### src/rtl/pwm_multi.sv
// pwm_multi: multi-channel PWM generator with one shared period counter.
//
// Each channel has a double-buffered duty register. A load strobe captures
// duty_in into the shadow set. The shadow moves to the active set at the
// period boundary ("wrap cycle"), or on the next edge while disabled, so a
// new duty never changes a pulse mid-period.
//
// Optional feature, macro PWM_MULTI_CENTER_EN:
//   defined   - center-aligned counting 0..2^W-1..1, with a direction bit.
//               Channel offsets are forced to 0.
//   undefined - edge-aligned counting 0..2^W-1, with a modulo wrap.
//
// Parameters: WIDTH (duty/counter bits), CHANNELS (1..16),
//             INTERLEAVE (1 = channel k shifted by k*2^WIDTH/CHANNELS counts)
// Ports:
//   clk, rst_n    clock, asynchronous active-low reset
//   enable        run counter; when low, counter = 0 and outputs are low
//   duty_in       packed duties, channel k at [k*WIDTH +: WIDTH]
//   load          one-cycle strobe that captures duty_in
//   load_ack      one-cycle pulse when new duties become active
//   pending       shadow holds duties that are not yet active
//   period_start  one-cycle pulse aligned with count 0 on the pins
//   pwm_out       registered PWM outputs

// Per-channel comparator and output register.
module pwm_lane #(
  parameter int WIDTH = 16
) (
  input  logic             clk,
  input  logic             rst_n,
  input  logic             enable,
  input  logic [WIDTH-1:0] pc,
  input  logic [WIDTH-1:0] duty,
  output logic             pwm
);
  always_ff @(posedge clk or negedge rst_n) begin
    if (!rst_n) pwm <= 1'b0;
    else        pwm <= enable & (pc < duty);
  end
endmodule

module pwm_multi #(
  parameter int WIDTH      = 16,
  parameter int CHANNELS   = 4,
  parameter int INTERLEAVE = 1
) (
  input  logic                      clk,
  input  logic                      rst_n,
  input  logic                      enable,
  input  logic [CHANNELS*WIDTH-1:0] duty_in,
  input  logic                      load,
  output logic                      load_ack,
  output logic                      pending,
  output logic                      period_start,
  output logic [CHANNELS-1:0]       pwm_out
);
  localparam logic [WIDTH-1:0] CNT_MAX = '1;

  logic [WIDTH-1:0]                 cnt;
  logic [CHANNELS-1:0][WIDTH-1:0]   duty_v, shadow, active;
  logic                             wrap, xfer;

  assign duty_v = duty_in;

`ifdef PWM_MULTI_CENTER_EN
  localparam bit IL_EFF = 1'b0 && (INTERLEAVE != 0);
  logic dir_down;

  // The period ends on the last down-count (1); the next count is 0.
  assign wrap = enable & dir_down & (cnt == WIDTH'(1));

  always_ff @(posedge clk or negedge rst_n) begin
    if (!rst_n) begin
      cnt      <= '0;
      dir_down <= 1'b0;
    end else if (!enable) begin
      cnt      <= '0;
      dir_down <= 1'b0;
    end else if (!dir_down) begin
      if (cnt == CNT_MAX) begin
        dir_down <= 1'b1;
        cnt      <= cnt - 1'b1;
      end else begin
        cnt      <= cnt + 1'b1;
      end
    end else if (cnt == WIDTH'(1)) begin
      dir_down <= 1'b0;
      cnt      <= '0;
    end else begin
      cnt      <= cnt - 1'b1;
    end
  end
`else
  localparam bit IL_EFF = (INTERLEAVE != 0);

  assign wrap = enable & (cnt == CNT_MAX);

  always_ff @(posedge clk or negedge rst_n) begin
    if (!rst_n)      cnt <= '0;
    else if (enable) cnt <= cnt + 1'b1;
    else             cnt <= '0;
  end
`endif

  // While disabled, every edge acts as a boundary. A block that restarts
  // therefore always uses the latest duty.
  assign xfer = wrap | ~enable;

  // period_start is aligned with the pins: it is registered from count 0,
  // just as pwm_out is registered from the count.
  always_ff @(posedge clk or negedge rst_n) begin
    if (!rst_n) period_start <= 1'b0;
    else        period_start <= enable & (cnt == '0);
  end

  // A load on a boundary writes active directly, so it is not delayed
  // by a whole period.
  always_ff @(posedge clk or negedge rst_n) begin
    if (!rst_n) begin
      shadow   <= '0;
      active   <= '0;
      pending  <= 1'b0;
      load_ack <= 1'b0;
    end else if (load && xfer) begin
      shadow   <= duty_v;
      active   <= duty_v;
      pending  <= 1'b0;
      load_ack <= 1'b1;
    end else if (load) begin
      shadow   <= duty_v;
      pending  <= 1'b1;
      load_ack <= 1'b0;
    end else if (xfer && pending) begin
      active   <= shadow;
      pending  <= 1'b0;
      load_ack <= 1'b1;
    end else begin
      load_ack <= 1'b0;
    end
  end

  for (genvar k = 0; k < CHANNELS; k++) begin : g_lane
    localparam int OFF_I = IL_EFF ? k * ((2 ** WIDTH) / CHANNELS) : 0;
    logic [WIDTH-1:0] pc;
    // The offset addition wraps modulo 2^WIDTH.
    assign pc = cnt + WIDTH'(OFF_I);

    pwm_lane #(.WIDTH(WIDTH)) u_lane (
      .clk    (clk),
      .rst_n  (rst_n),
      .enable (enable),
      .pc     (pc),
      .duty   (active[k]),
      .pwm    (pwm_out[k])
    );
  end
endmodule

### config.mk
export PLATFORM = sky130hd
export DESIGN_NAME = pwm_multi
export DESIGN_NICKNAME = d
export VERILOG_FILES = /design/src/rtl/pwm_multi.sv
export SDC_FILE = /design/constraint.sdc
export NUM_CORES = 1
export LEC_CHECK = 0
export BUFFER_PORTS_ARGS = -buffer_cell sky130_fd_sc_hd__buf_4
export CAP_MARGIN = 25
export CORE_MARGIN = 3
export CORE_UTILIZATION = 48
export CTS_CLUSTER_SIZE = 10
export DETAILED_ROUTE_END_ITERATION = 10
export PLACE_DENSITY = 0.67
export SLEW_MARGIN = 10
export SYNTH_ARGS = -nofsm -noshare
export SYNTH_HDL_FRONTEND = slang
export SYNTH_HIERARCHICAL = 1
export SYNTH_SLANG_ARGS = --single-unit
### constraint.sdc
create_clock -name clk -period 2.3 [get_ports clk]
set_input_delay 0.46 -clock clk [delete_from_list [all_inputs] [get_ports clk]]
set_output_delay 0.46 -clock clk [all_outputs]
set_load 0.01 [all_outputs]
==> qor.txt, run 1 <==
Max Fclk - 455 MHz
Crit share post-route - 95.5%
Antenna fix cells - 0
Synth top area cells - dfrtp_1 (50%), mux2_2 (12%), ha_1 (11%)
Sink Count - 151
Comb pwr share - 16.2%
H-Tree Level Count - 4
Area Growth Syn to Fin - 19.1%
RSZ-0062 raised after global routing - false
Synth Area in Compound Gates - 4.38%
Post-Synth Simple-Gate Area - 6.25%
Root Driver - clkbuf_16
Critical Path End Type - flip-flop
FF+latch area - 3780 um2
Final setup TNS - 0 ns
Top-area cell type share of the netlist area - 50.5%
DRC - 0
Final min period - 2.20 ns
Placed cells - 835
Synth Area in XOR/XNOR - 1.52%
Worst Hold Class - in2async
Avg Cell Area, Syn - 13.0 um2
Post-synth EDFFs - 0
Initial antenna violation count - 0
Post-synth top area cell - dfrtp_1
Max-cap violation count - 0
# IOs - 75
Dpl hpwl - 9880 um
RePlAce Congestion - 0.862
Placed cell area - 8320 um2
Post-synth top cells - dfrtp_1 (151), mux2_2 (79), inv_1 (66)
Vias in the first global route - 4770
Die Y - 131 um
Number of fill cells in the layout - 1257
Synth Area in Adders - 10.7%
First-pass GRT wire length - 23400 um
Dpl ws - 0.133 ns
Slew Limit Fails - 0
Sequential fraction of the synthesis area - 50.5%
Worst Max-Slew Pin Slew - 0.497 ns
CTS Buf Count - 17
Yosys reg bits - 151
Core ar. - 15200 um2
Largest net degree at the start of global routing - 80
Largest family of logic cells by synthesized area - multiplexers
Drt first-iter violations - 202
Hold Buf Count CTS - 0
Internal Power - 5.34 mW
Max Clock Skew - 0.00621 ns
Rel. slew slack - 66.9%
Data arrival, critical path - 2.49 ns
Multi-input gate area - 3340 um2
Max VDD drop - 0.483 mV
Syn. warnings - 6
Die ar. - 17100 um2
Final nets - 798
First-pass iteration count of the detailed router - 4
Row count - 45
PD cells - 794 nW/um2
CTS tree - done
Clock Pin Slew Worst Setup and Hold Paths - 0.06 ns
Layout Cells excl Fill - 866
Initial core utilization - 49.2%
Leak Pwr - 4.42 nW
Async set-reset flop share out of synthesis - 100%
Clk_lat worst skew - 0.42 ns
Global Route Usage Sum - 17.9%
Setup CP Type - reg2reg
Critical-path maximum fanout - 5
Synthesized area - 7480 um2
Post-synth top flop - dfrtp_1
Post-DRT Antenna Nets - 0
Status - complete, no violations
Final hold vios - 0
Layout cells sized above 1 - 36.6%
Multiplexer share of the synthesized area - 21.7%
Clock Power Share - 39.0%
R2R depth - 6
Switching Share - 24.6%
Mapped Cells - 575
CTS Buffer Depth - 2
Post-Syn Nets - 707
Finished Core Util - 58.6%
Data required, critical path - 2.60 ns
Final Cell Area - 8910 um2
Top-count cell post-synth - dfrtp_1
Routed vias/inst - 5.26
Final setup viols - 0
Detailed Route WL - 14400 um
CP startpoint kind - flip-flop
Share of power burned in registers - 44.8%
Grt total ovfl - 0
Die span in x - 131 um
Setup Fix Bufs, Post-CTS - 0
Yosys cell types - 33
CTS resizes - 0
Net switching power - 1.74 mW
Wire per inst - 16.6 um
Setup WS post-layout - 0.102 ns
Detailed-route via count - 4557
Port Buffers - 74
[layer usage]
layer / vias to the layer above / track usage [%] / wire length [um]
met5: - / 0 / 0
met4: 0 / 7.38 / 300
met3: 23 / 4.51 / 641
met2: 96 / 28.4 / 6960
met1: 2238 / 23.5 / 6460
li1: 2200 / - / -
[placed cells by master (no fill, tap or decap), types with 11 or more instances in the layout]
cell type  count
nor2_1        17
and4_1        12
nand2_1       11
mux2_4        49
dfrtp_1      151
a21oi_1       25
ha_1          64
buf_4         83
inv_1         66
clkbuf_16     17
o21ai_0       13
mux2_2        79
[state kept, by name (all words and copies together), names as in the netlist]
name and flops:
period_start 1, active 64, g_lane.u_lane/pwm 4, cnt 16, pending 1, shadow 64, load_ack 1
[worst max-delay path, cell delays in order, from the launching register on]
cell and delay (ns):
dfrtp_1 0.45, inv_1 0.15, ha_1 0.35, ha_1 0.31, nand4_1 0.13, or4_1 0.53
o2111a_1 0.16
[area by class of cell]
class,instances,share of cell area [%]
clock buffer,20,5.24
clock inverter,11,1.40
inverter,67,2.82
multi-input combinational,341,37.5
sequential,151,42.4
tap,188,2.64
timing repair buffer,88,8.01
[worst paths after layout]
| check | slack (ns) | to | from |
|---|---|---|---|
| hold reg to reg | 0.50 | shadow[42] | shadow[42] |
| setup / recovery | 0.10 | g_lane[1].u_lane/pwm | cnt[14] |
| max in group asynchronous | 1.91 | pending | rst_n |
| setup reg to reg | 0.10 | g_lane[1].u_lane/pwm | cnt[14] |
| min in group clk | 0.29 | shadow[49] | duty_in[49] |
| hold / removal | 0.03 | shadow[9] | rst_n |
[stage by stage]
stage / hold WS (ns) / power, mW
finish: 0.0323 / 7.08
global route: 0.0623 / 7.44
CTS: 0.0452 / 7.17
detailed placement: 0.486 / 4.38
global placement: 0.483 / 4.32
floorplan: 0.164 / 3.98
[power by group through the flow]
stage                     Combinational [mW]  Clock [mW]  Sequential, mW
after global placement                  1.11           0            3.21
after global routing                    1.29        2.93            3.22
after detailed placement                1.16           0            3.22
final                                   1.15        2.76            3.17
after CTS                               1.17        2.82            3.18
after floorplan                        0.812           0            3.17
[cell families after synthesis]
logic type,Yosys count
and+or+nand+nor,81
buffers and inverters,83
adders and majority gates,64
AOI/OAI and AO/OA,55
DFF,151
xor gates and xnor gates,13
muxes,128
Note: power is estimated with default switching activity, not from simulation.
==> run 2: changes to the inputs <==
Settings changed: SYNTH_HIERARCHICAL 1 to not set.
==> qor.txt, run 2 <==
Status - complete, no violations
Largest regs - active (64), shadow (64), cnt (16)
RSZ-0062 raised after global routing - false
CTS tree - done
Data required, critical path - 2.60 ns
Root Driver - clkbuf_16
Post-synth top cells - dfrtp_1 (151), mux2_2 (79), inv_1 (74)
First-pass iteration count of the detailed router - 5
Finished Core Util - 59.1%
Critical-path maximum fanout - 53
Top-area cell type share of the netlist area - 50.0%
Avg Cell Area, Syn - 12.8 um2
Final setup TNS - 0 ns
CTS resizes - 0
Initial antenna violation count - 0
Vias in the first global route - 5310
RR Startpoint - cnt[7]
Max Clock Skew - 0.00883 ns
Yosys reg bits - 151
RePlAce Congestion - 0.893
Antenna fix cells - 0
Async set-reset flop share out of synthesis - 100%
Detailed Route WL - 15000 um
R2R setup slack - 0.18 ns
Dpl hpwl - 10900 um
Yosys cell types - 37
Routed vias/inst - 5.27
Final min period - 2.12 ns
Area Growth Syn to Fin - 19.7%
DRC - 0
Synth top area cells - dfrtp_1 (50%), mux2_2 (12%), ha_1 (11%)
Post-synth top flop - dfrtp_1
Largest net degree at the start of global routing - 70
Overall power - 7.22 mW
Core ar. - 15300 um2
Row count - 45
Commonest cells after routing, fill and taps aside - dfrtp_1 (151), buf_4 (89), mux2_2 (79)
Data arrival, critical path - 2.43 ns
Die Y - 131 um
Post-DRT Antenna Nets - 0
Setup CP Type - reg2reg
Leak Pwr - 4.50 nW
Global Route Usage Sum - 18.6%
Hold Buf Count CTS - 0
Critical Path End Type - flip-flop
Setup crit start - cnt[7]
Crit. path cell count - 5
Setup Fix Bufs, Post-CTS - 0
PD cells - 798 nW/um2
CTS Buf Count - 17
Sink Count - 151
Slew Limit Fails - 0
Rel. slew slack - 56.3%
Final hold vios - 0
Max VDD drop - 0.528 mV
Post-Syn Nets - 721
CP max stage cell - dfrtp_1
RR Endpoint - active[18]
Max-cap violation count - 0
Die ar. - 17300 um2
Worst Hold Class - in2async
Drt first-iter violations - 230
Post-synth EDFFs - 0
Wire per inst - 16.6 um
# IOs - 75
Layout cells sized above 1 - 36.7%
Critical-path cell list - nand4_4 > o41ai_2 > o21ai_4 > buf_12 > mux2_4
Crit path buf inv count - 1
Post-synth top area cell - dfrtp_1
Initial core utilization - 49.4%
H-Tree Level Count - 4
CTS Buffer Depth - 2
Largest stage delay, worst path - 0.54 ns
Top-count cell post-synth - dfrtp_1
Final setup viols - 0
Clock Pin Slew Worst Setup and Hold Paths - 0.06 ns
Die span in x - 131 um
Port Buffers - 74
Synthesized area - 7560 um2
Commonest non-fill, non-tap cell in the layout - dfrtp_1
R2R depth - 5
Crit share post-route - 92.3%
Detailed-route via count - 4760
Syn. warnings - 0
Clk_lat worst skew - 0.42 ns
Final nets - 813
Cell family with most CP delay - compound AO/OA/AOI/OAI gates
Worst Max-Slew Pin Slew - 0.656 ns
First-pass GRT wire length - 25800 um
CP endpoint - active[18]
Mapped Cells - 589
Grt total ovfl - 0
Sequential fraction of the synthesis area - 50.0%
Max Fclk - 471 MHz
CP startpoint kind - flip-flop
==> run 2: worst min-delay path by stage <==
stage                      end  slack, ns
CTS                 shadow[18]       0.06
finish              shadow[24]       0.04
global placement    shadow[11]       0.48
global route        shadow[24]       0.08
floorplan            active[0]       0.16
detailed placement  shadow[25]       0.49
==> run 2: through the flow <==
| stage | cells | hold WS (ns) | setup WS (ns) | instance area (um2) |
|---|---|---|---|---|
| after floorplan | 589 | 0.164 | 0.318 | 7560 |
| after global placement | 873 | 0.485 | 0.305 | 8440 |
| after detailed placement | 873 | 0.486 | 0.208 | 8440 |
| after CTS | 903 | 0.0599 | 0.197 | 9050 |
| after global routing | 903 | 0.0772 | 0.0863 | 9050 |
| final | 903 | 0.0390 | 0.178 | 9050 |
==> run 2: where the power goes <==
group          total (mW)  internal (mW)  leakage (nW)  switching, mW
Clock                2.84           1.80         0.298           1.03
Combinational        1.20          0.671          2.39          0.531
Sequential           3.18           3.01          1.81          0.174
Total                7.22           5.48          4.50           1.74
==> run 2: logic make-up after synthesis <==
kind of cell	Yosys count	synth area share, %
muxes	129	21.6
xor gates and xnor gates	10	1.16
AOI/OAI and AO/OA	57	5.05
adders and majority gates	64	10.6
and+or+nand+nor	84	6.16
buffers and inverters	94	5.41
DFF	151	50.0
==> run 2: area by class of cell <==
cell class	instances	area, um2
multi-input combinational	344	3380
fill	1241	6270
inverter	74	278
clock buffer	22	484
clock inverter	8	121
sequential	151	3780
timing repair buffer	93	739
tap	211	264
==> run 2: per-layer routing <==
layer | routed length [um] | vias to the layer above | track usage (%)
met5 | 0 | - | 0
met2 | 7280 | 120 | 30.8
met3 | 673 | 33 | 5.09
met1 | 6610 | 2386 | 22.8
li1 | - | 2221 | -
met4 | 408 | 0 | 8.05
==> run 3: changes to the inputs <==
Settings changed: CTS_BUF_LIST set to sky130_fd_sc_hd__clkbuf_2 sky130_fd_sc_hd__clkbuf_4 sky130_fd_sc_hd__clkbuf_8, RECOVER_POWER set to 25.
==> qor.txt, run 3 (same netlist as run 2, synthesis figures left out) <==
Status - finished with violations
Failing checks - max-capacitance violations, max-slew violations
Clock Power Share - 32.8%
Largest net degree at the start of global routing - 70
Routed vias/inst - 5.22
Core ar. - 15300 um2
FF+latch area - 3780 um2
RePlAce Congestion - 0.893
Die Y - 131 um
Die ar. - 17300 um2
Final setup viols - 0
Worst Hold Class - in2reg
Commonest non-fill, non-tap cell in the layout - dfrtp_1
Leak Pwr - 4.42 nW
Number of fill cells in the layout - 1279
Highest routed layer - met4
Detailed Route WL - 14900 um
H-Tree Level Count - 4
Largest regs - active (64), shadow (64), cnt (16)
Area Growth Syn to Fin - 17.1%
Internal Power - 4.86 mW
Vias in the first global route - 5275
Met2 routed WL - 7150 um
# IOs - 75
Slew Limit Fails - 68
Worst Max-Slew Pin Slew - 1.74 ns
Switching Share - 25.4%
Layout Cells excl Fill - 903
Crit share post-route - 92.3%
PD cells - 735 nW/um2
Setup Fix Bufs, Post-CTS - 0
Commonest cells after routing, fill and taps aside - dfrtp_1 (151), buf_4 (89), mux2_2 (79)
Setup WS post-layout - 0.177 ns
Sink Count - 151
Data arrival, critical path - 2.47 ns
Comb pwr share - 18.4%
Data required, critical path - 2.65 ns
Max Fclk - 471 MHz
Net switching power - 1.65 mW
Placed cell area - 8440 um2
Multi-input gate area - 3380 um2
Max Clock Skew - 0.00845 ns
Max VDD drop - 0.474 mV
Row count - 45
RSZ-0062 raised after global routing - false
Grt total ovfl - 0
Root Driver - clkbuf_8
Critical Path End Type - flip-flop
Max-cap violation count - 1
Post-DRT Antenna Nets - 0
Share of power burned in registers - 48.7%
CTS resizes - 0
Post-Route M1 WL - 6590 um
Placed cells - 873
Initial antenna violation count - 0
Dpl hpwl - 10900 um
Rel. slew slack - -15.9%
Port Buffers - 74
Layout cells sized above 1 - 36.8%
Die span in x - 131 um
DRC - 0
Setup CP Type - reg2reg
Initial core utilization - 49.4%
Final Cell Area - 8850 um2
Critical-path maximum fanout - 53
Clk_lat worst skew - 0.46 ns
Final hold vios - 0
Final min period - 2.12 ns
First-pass iteration count of the detailed router - 5
Final setup TNS - 0 ns
First-pass GRT wire length - 25500 um
Met3 wire length - 644 um
Clock Pin Slew Worst Setup and Hold Paths - 0.08 ns
Drt first-iter violations - 177
Global Route Usage Sum - 18.4%
Final nets - 813
CP startpoint kind - flip-flop
CTS tree - done
CTS Buffer Depth - 2
Hold Buf Count CTS - 0
Overall power - 6.51 mW
Antenna fix cells - 0
CTS Buf Count - 17
Wire per inst - 16.5 um
Detailed-route via count - 4717
Dpl ws - 0.208 ns
[run 3: cell types whose count changed in the layout (fill, tap and decap cells not counted), sizes merged]
cell and change:
buf -1, clkbuf +1
[run 3: stage by stage]
| stage | util (%) | hold WS (ns) |
|---|---|---|
| floorplan | - | 0.164 |
| detailed placement | 55.1 | 0.486 |
| CTS | 57.9 | 0.00580 |
| global placement | 55.1 | 0.485 |
| finish | 57.8 | 0.247 |
| global route | 57.8 | 0.231 |
[run 3: routing by layer]
layer / vias up / global-route usage, %
met4: 0 / 9.16
met3: 44 / 4.71
met5: - / 0
li1: 2226 / -
met2: 104 / 29.9
met1: 2343 / 22.8
[run 3: worst max-delay path, cell delays in order (launching register included)]
cell and delay [ns]:
dfrtp_1 0.55, nand4_4 0.22, o41ai_2 0.49, o21ai_4 0.12, buf_12 0.22, mux2_4 0.35
[run 3: cell type report]
class                   count  area share, %
flip-flops and latches    151           42.7
multi-input cells         344           38.2
repair buffers             93           8.28
clock buffers              22           3.35
inverters                  74           3.14
well taps                 211           2.98
clock inverters             8           1.37
[run 3: final timing paths]
check                                 start    endpoint  slack [ns]  cells past startpoint
worst max-delay path                 cnt[7]  active[26]        0.18                      5
worst min-delay path            duty_in[52]  shadow[52]        0.25                      2
worst max register to register       cnt[7]  active[26]        0.18                      5
worst min register to register   shadow[13]  shadow[13]        0.50                      1
max in group asynchronous             rst_n  active[30]        0.80                      1
min in group asynchronous             rst_n  shadow[24]        0.45                      1
[run 3: power groups by stage]
| stage | Clock, mW | Combinational, mW | Sequential [mW] |
|---|---|---|---|
| final | 2.14 | 1.20 | 3.17 |
| after global routing | 2.29 | 1.34 | 3.22 |
| after CTS | 2.19 | 1.22 | 3.18 |
| after detailed placement | 0 | 1.21 | 3.23 |
| after global placement | 0 | 1.15 | 3.21 |
| after floorplan | 0 | 0.856 | 3.16 |
